$ cat src/rtl/conv_wreg_dbuf.sv
// conv_wreg_dbuf: double-buffered convolution weight bank.
// A shadow bank is loaded by shifting while the active bank stays stable; a guarded swap copies it over.
module conv_wreg_dbuf #(
    parameter int DWIDTH = 16,
    parameter int FSIZE  = 5,
    parameter int CWIDTH = 5
) (
    input  logic                            clk,
    input  logic                            xrst,
    input  logic                            load_clear,
    input  logic                            wreg_we,
    input  logic signed [DWIDTH-1:0]        read_data,
    input  logic                            swap,
    output logic [FSIZE*FSIZE*DWIDTH-1:0]   weight,
    output logic                            active_valid,
    output logic                            shadow_full,
    output logic                            load_done,
    output logic [CWIDTH-1:0]               load_count,
    output logic                            wr_ovf
);
    localparam int N = FSIZE * FSIZE;
    localparam logic [CWIDTH-1:0] NC = CWIDTH'(N);
    logic [N-1:0][DWIDTH-1:0] shadow_q, shadow_d, active_q, active_d;
    logic [CWIDTH-1:0] cnt_q, cnt_d;
    logic full_q, full_d, valid_q, valid_d, done_q, done_d, wr_acc, sw_acc;
    always_comb begin
        wr_acc   = wreg_we & ~full_q & ~load_clear;
        sw_acc   = swap & full_q & ~load_clear;
        shadow_d = wr_acc ? {read_data, shadow_q[N-1:1]} : shadow_q;
        active_d = sw_acc ? shadow_q : active_q;
        cnt_d    = (load_clear | sw_acc) ? '0 : cnt_q + CWIDTH'(wr_acc);
        full_d   = cnt_d == NC;
        done_d   = wr_acc & (cnt_q == NC - 1'b1);
        valid_d  = valid_q | sw_acc;
        // a write is dropped whenever the shadow bank was full at cycle start, including on the swap cycle
        wr_ovf   = xrst & wreg_we & full_q & ~load_clear;
    end
    always_ff @(posedge clk) begin
        if (!xrst) begin
            shadow_q <= '0;
            active_q <= '0;
            cnt_q    <= '0;
            full_q   <= 1'b0;
            valid_q  <= 1'b0;
            done_q   <= 1'b0;
        end else begin
            shadow_q <= shadow_d;
            active_q <= active_d;
            cnt_q    <= cnt_d;
            full_q   <= full_d;
            valid_q  <= valid_d;
            done_q   <= done_d;
        end
    end
    assign weight       = active_q;
    assign active_valid = valid_q;
    assign shadow_full  = full_q;
    assign load_done    = done_q;
    assign load_count   = cnt_q;
endmodule

$ cat config.mk
export PLATFORM = sky130hd
export DESIGN_NAME = conv_wreg_dbuf
export DESIGN_NICKNAME = d
export VERILOG_FILES = /design/src/rtl/conv_wreg_dbuf.sv
export SDC_FILE = /design/constraint.sdc
export NUM_CORES = 2
export LEC_CHECK = 0
export ABC_AREA = 1
export CAP_MARGIN = 10
export CORE_MARGIN = 1.5
export CORE_UTILIZATION = 35
export DETAILED_ROUTE_END_ITERATION = 10
export PLACE_DENSITY = 0.58
export SKIP_LAST_GASP = 1
export SYNTH_ARGS = -nofsm -noshare
export SYNTH_HDL_FRONTEND = slang
export SYNTH_SLANG_ARGS = --single-unit
$ cat constraint.sdc
create_clock -name clk -period 4.4 [get_ports clk]
set_clock_uncertainty 0.15 [all_clocks]
set_input_delay 0.88 -clock clk [delete_from_list [all_inputs] [get_ports clk]]
set_output_delay 0.88 -clock clk [all_outputs]
set_load 0.02 [all_outputs]
### Yosys cells after proc, flatten, opt, wreduce, memory -nomap -nowiden

Cells that the tools add are included.

| word-level totals | value |
|---|---|
| bits in registers | 808 |
| bits of input ports | 21 |
| output and inout port bits | 409 |

| cells by class | value |
|---|---|
| $add $sub $neg | 1 |
| equality and inequality tests | 2 |
| multiplexer cells | 1 |
| bitwise operators | 12 |

Operators by type and width:

| cell | count |
|---|---|
| 5-bit equality test, second input constant | 2 |
| 1-bit bitwise AND | 8 |
| 5-bit by 1-bit adder with 5-bit output | 1 |
| 5-bit 2-to-1 mux | 1 |
| 1-bit NOT | 2 |
| 1-bit OR | 2 |

### Logic depth before layout (Yosys ltp)

| depth | value |
|---|---|
| depth in word-level cells | 6 |
| depth in mapped cells | 13 |

### Least setup slack after synthesis

No wires, ideal clock.

| path | value |
|---|---|
| path type | in2out |
| start point | in xrst |
| end point | out wr_ovf |
| arrival | 1.818 ns |
| required time | 3.370 ns |
| slack | 1.552 ns |
| stages on the path | 5 |
| buffers on the path | 3 |
| path through | buf_2 buf_2 clkbuf_1 nand3_1 nor2_1 |

| on the way | value |
|---|---|
| word-level cells in the longest chain between the ends | 3 |

RTL lines:

| element | line | text |
|---|---|---|
| from (decl) | 9 | `input logic xrst,` |
| 1-bit bitwise AND (3 in series) | 36 | `wr_ovf = xrst & wreg_we & full_q & ~load_clear;` |
| to (decl) | 19 | `output logic wr_ovf` |

No other way between the ends.

### Worst setup path in the final report

| path | value |
|---|---|
| start point | in wreg_we |
| end point | out wr_ovf |

| on the way | value |
|---|---|
| word-level cells in the longest chain between the ends | 3 |

RTL lines:

| element | line | text |
|---|---|---|
| from (decl) | 11 | `input logic wreg_we,` |
| 1-bit bitwise AND (3 in series) | 36 |  |

No other way between the ends.

==> run metrics <==
data arrival time at the worst-slack endpoint 2.20 ns; total power density per cell area 438 nW/µm²; multiplexer share of the synthesized area 0%; Leakage Power 14.0 nW; Post-Syn Instances 3494; syn_nets 3517; row count 103; # Post-CTS Setup Buffers 0; antenna violations before repair 1; synthesized area 27700 µm²; reg2reg start shadow_full; final routed wire length divided by cell count 17.2 µm; share of synthesized cell area in full adder, half adder and majority cells 0.0903%; final layout net count 3792; total number of vias 23.5k; antenna violation net count after detailed routing 0; Detailed Routing Iterations Pass 1 5; placeable core area 78600 µm²; Most used DFF post-synth sky130_fd_sc_hd__dfxtp_1; via count normalized by instance count 4.80; global-route wire length before repair 129 mm; top metal layer carrying routed signals met5; Detailed Route Iter0 Violations 1835; Distinct cells, synth 20; Die W 284 µm; compound-cell area share of the yosys netlist 15.3%; syn_area_per_cell 7.93 µm²; worst reg-to-reg path cell count 10; worst setup path class in2out; fraction of post-synthesis cell area in the top cell type by area 58.4%; number of buffers created by CTS 86; kind of capture point of the worst setup path output pin; final worst path period need 3.23 ns; clk slew on worst S/H paths 0.06 ns; post_cts resized 0; switching fraction of total power 21.6%; Clock Sink Count 808; routed length on met3 4.96 mm; register-to-register path setup slack 1.93 ns; clock buffer depth 3; maximum number of pins on one net before global-route repair 270; RSZ-0062 raised after global routing no; number of flip-flops and latches in the synthesized netlist 808; worst hold margin 0.303 ns; final sum of negative setup slack 0 ns; I/O pin total 430; amount of wire on met2 after detailed routing 36.9 mm; TritonCTS clock tree built; Clock power frac 50.5%; biggest area consumer among synthesized cells sky130_fd_sc_hd__dfxtp_1; EDFF count, synth 0; share of flip-flops with an asynchronous set or reset after synthesis 0%; switching component of the power 3.36 mW; effective utilization at floorplan 35.3%; capture point of the worst path wr_ovf; ANT cells 0; number of buffers added on ports 429; Comb power frac 2.1%; area fraction in and, or, nand and nor cells after synthesis 20.9%; R2R Path End shadow_full; Maximum Capacitance Violations 0; startpoint of the most critical setup path wreg_we; metal1 wirelength 40.3 mm; class of the tightest hold or removal check reg2reg; worst vdd ir 0.000249 V; residual DRC count 0; yosys warns 0; total gr overflow 0; overall fraction of global-route tracks in use 19.9%; hold buffers post-CTS 0; share of cells above drive strength 1 4.56%; via count of the first global-routing pass 21.8k; result of the run finished clean; internal power summed over all cells 12.2 mW; maximum fanout along the worst path 2; overall power 15.5 mW; dominant cell by count in the synthesized netlist sky130_fd_sc_hd__dfxtp_1; critical path required time 3.37 ns; fraction of power consumed by sequential logic 47.3%; main combinational cell family by area after synthesis simple AND/OR/NAND/NOR gates; most common library cells after synthesis sky130_fd_sc_hd__dfxtp_1 (808), sky130_fd_sc_hd__nor2_1 (765), sky130_fd_sc_hd__nand2_1 (763); Worst Tran Pin Value 1.45 ns; largest cells by area after synthesis sky130_fd_sc_hd__dfxtp_1 (58%), sky130_fd_sc_hd__nor2_1 (10%), sky130_fd_sc_hd__nand2_1 (10%); clk root buf sky130_fd_sc_hd__clkbuf_16; worst-skew pair later-pin latency 0.63 ns; Slew Limit Headroom 3.53%; CTS HTree Levels 3; part of the cycle the worst path needs 73.3%; final count of negative-setup-slack endpoints 0; Syn-to-layout area delta 28.0%; GPL Wtd Cong 0.787; half-perimeter wire length of the detailed placement result 51.0 mm; total die area 80900 µm²; WL final 83.8 mm; Final Max Slew Viols 0; maximum achievable frequency 310 MHz; hold violation total from the final report 0; Seq/Total Area, Yosys 58.4%; post-synthesis share of cell area spent on xor and xnor gates 0%; vertical die dimension 284 µm; nature of the critical path startpoint primary input
## how the worst min path moves through the flow
stage                     start           to  slack, ns  cells past startpoint
detailed placement  shadow_q[5]    weight[5]       0.30                      2
finish              shadow_q[1]    weight[1]       0.30                      2
floorplan           shadow_q[0]  shadow_q[0]       0.28                      2
global placement    shadow_q[5]    weight[5]       0.29                      2
global route        shadow_q[5]  shadow_q[5]       0.32                      2
CTS                 shadow_q[1]    weight[1]       0.30                      2
## placed cells by master (no fill, tap or decap), types with 14 or more instances in the layout
master,netlist,routed
sky130_fd_sc_hd__clkdlybuf4s50_1,0,428
sky130_fd_sc_hd__dfxtp_1,808,808
sky130_fd_sc_hd__inv_1,31,30
sky130_fd_sc_hd__clkinv_2,0,17
sky130_fd_sc_hd__a21oi_1,423,423
sky130_fd_sc_hd__o21ai_0,422,422
sky130_fd_sc_hd__clkbuf_8,0,19
sky130_fd_sc_hd__bufinv_16,0,14
sky130_fd_sc_hd__clkbuf_16,0,86
sky130_fd_sc_hd__nor2_1,765,765
sky130_fd_sc_hd__buf_12,0,14
sky130_fd_sc_hd__nand2_1,763,763
## layout make-up
class / instances / area (µm²)
Clock buffer: 115 / 2450
Clock inverter: 41 / 644
Fill cell: 7890 / 43200
Inverter: 34 / 155
Multi-Input combinational cell: 2388 / 10100
Sequential cell: 808 / 16200
Tap cell: 1050 / 1310
Timing Repair Buffer: 451 / 4640
## power groups by stage
stage / sequential [mW] / clock (mW) / combinational (mW)
floorplan: 7.51 / 0 / 0.251
global placement: 7.51 / 0 / 0.335
detailed placement: 7.51 / 0 / 0.335
CTS: 7.35 / 8.00 / 0.335
global route: 7.35 / 8.32 / 0.363
finish: 7.35 / 7.85 / 0.330
## through the flow
| step | worst slack (ns) | utilization, % | cells | cell area (µm²) |
|---|---|---|---|---|
| detailed placement | 0.734 | 41.2 | 4731 | 32400 |
| floorplan | 1.55 | - | 3494 | 27700 |
| CTS | 1.17 | 45.1 | 4887 | 35500 |
| global route | 1.06 | 45.1 | 4887 | 35500 |
| finish | 1.17 | 45.1 | 4887 | 35500 |
| global placement | 0.714 | 41.2 | 4731 | 32400 |
## routing by layer
metal	GRT usage [%]	vias up
met3	4.19	100
li1	-	11800
met4	5.44	2
met1	28.5	11000
met5	0	-
met2	30.2	581
## flip-flops by register name (all words and copies together), names as in the netlist
signal        count
shadow_full       1
load_count        5
shadow_q        400
active_valid      1
load_done         1
weight          400
## critical path, stage by stage
cell	delay (ns)
sky130_fd_sc_hd__clkdlybuf4s50_1	0.53
sky130_fd_sc_hd__nand3_1	0.09
sky130_fd_sc_hd__nor2_1	0.09
sky130_fd_sc_hd__clkdlybuf4s50_1	0.60
## logic make-up after synthesis
group | after synthesis
AND/OR/NAND/NOR | 1540
flip-flops | 808
buffers and inverters | 298
adder cells (fa/ha/maj) | 2
AO/OA/AOI/OAI | 846
Power figures use the tool's default switching activity.
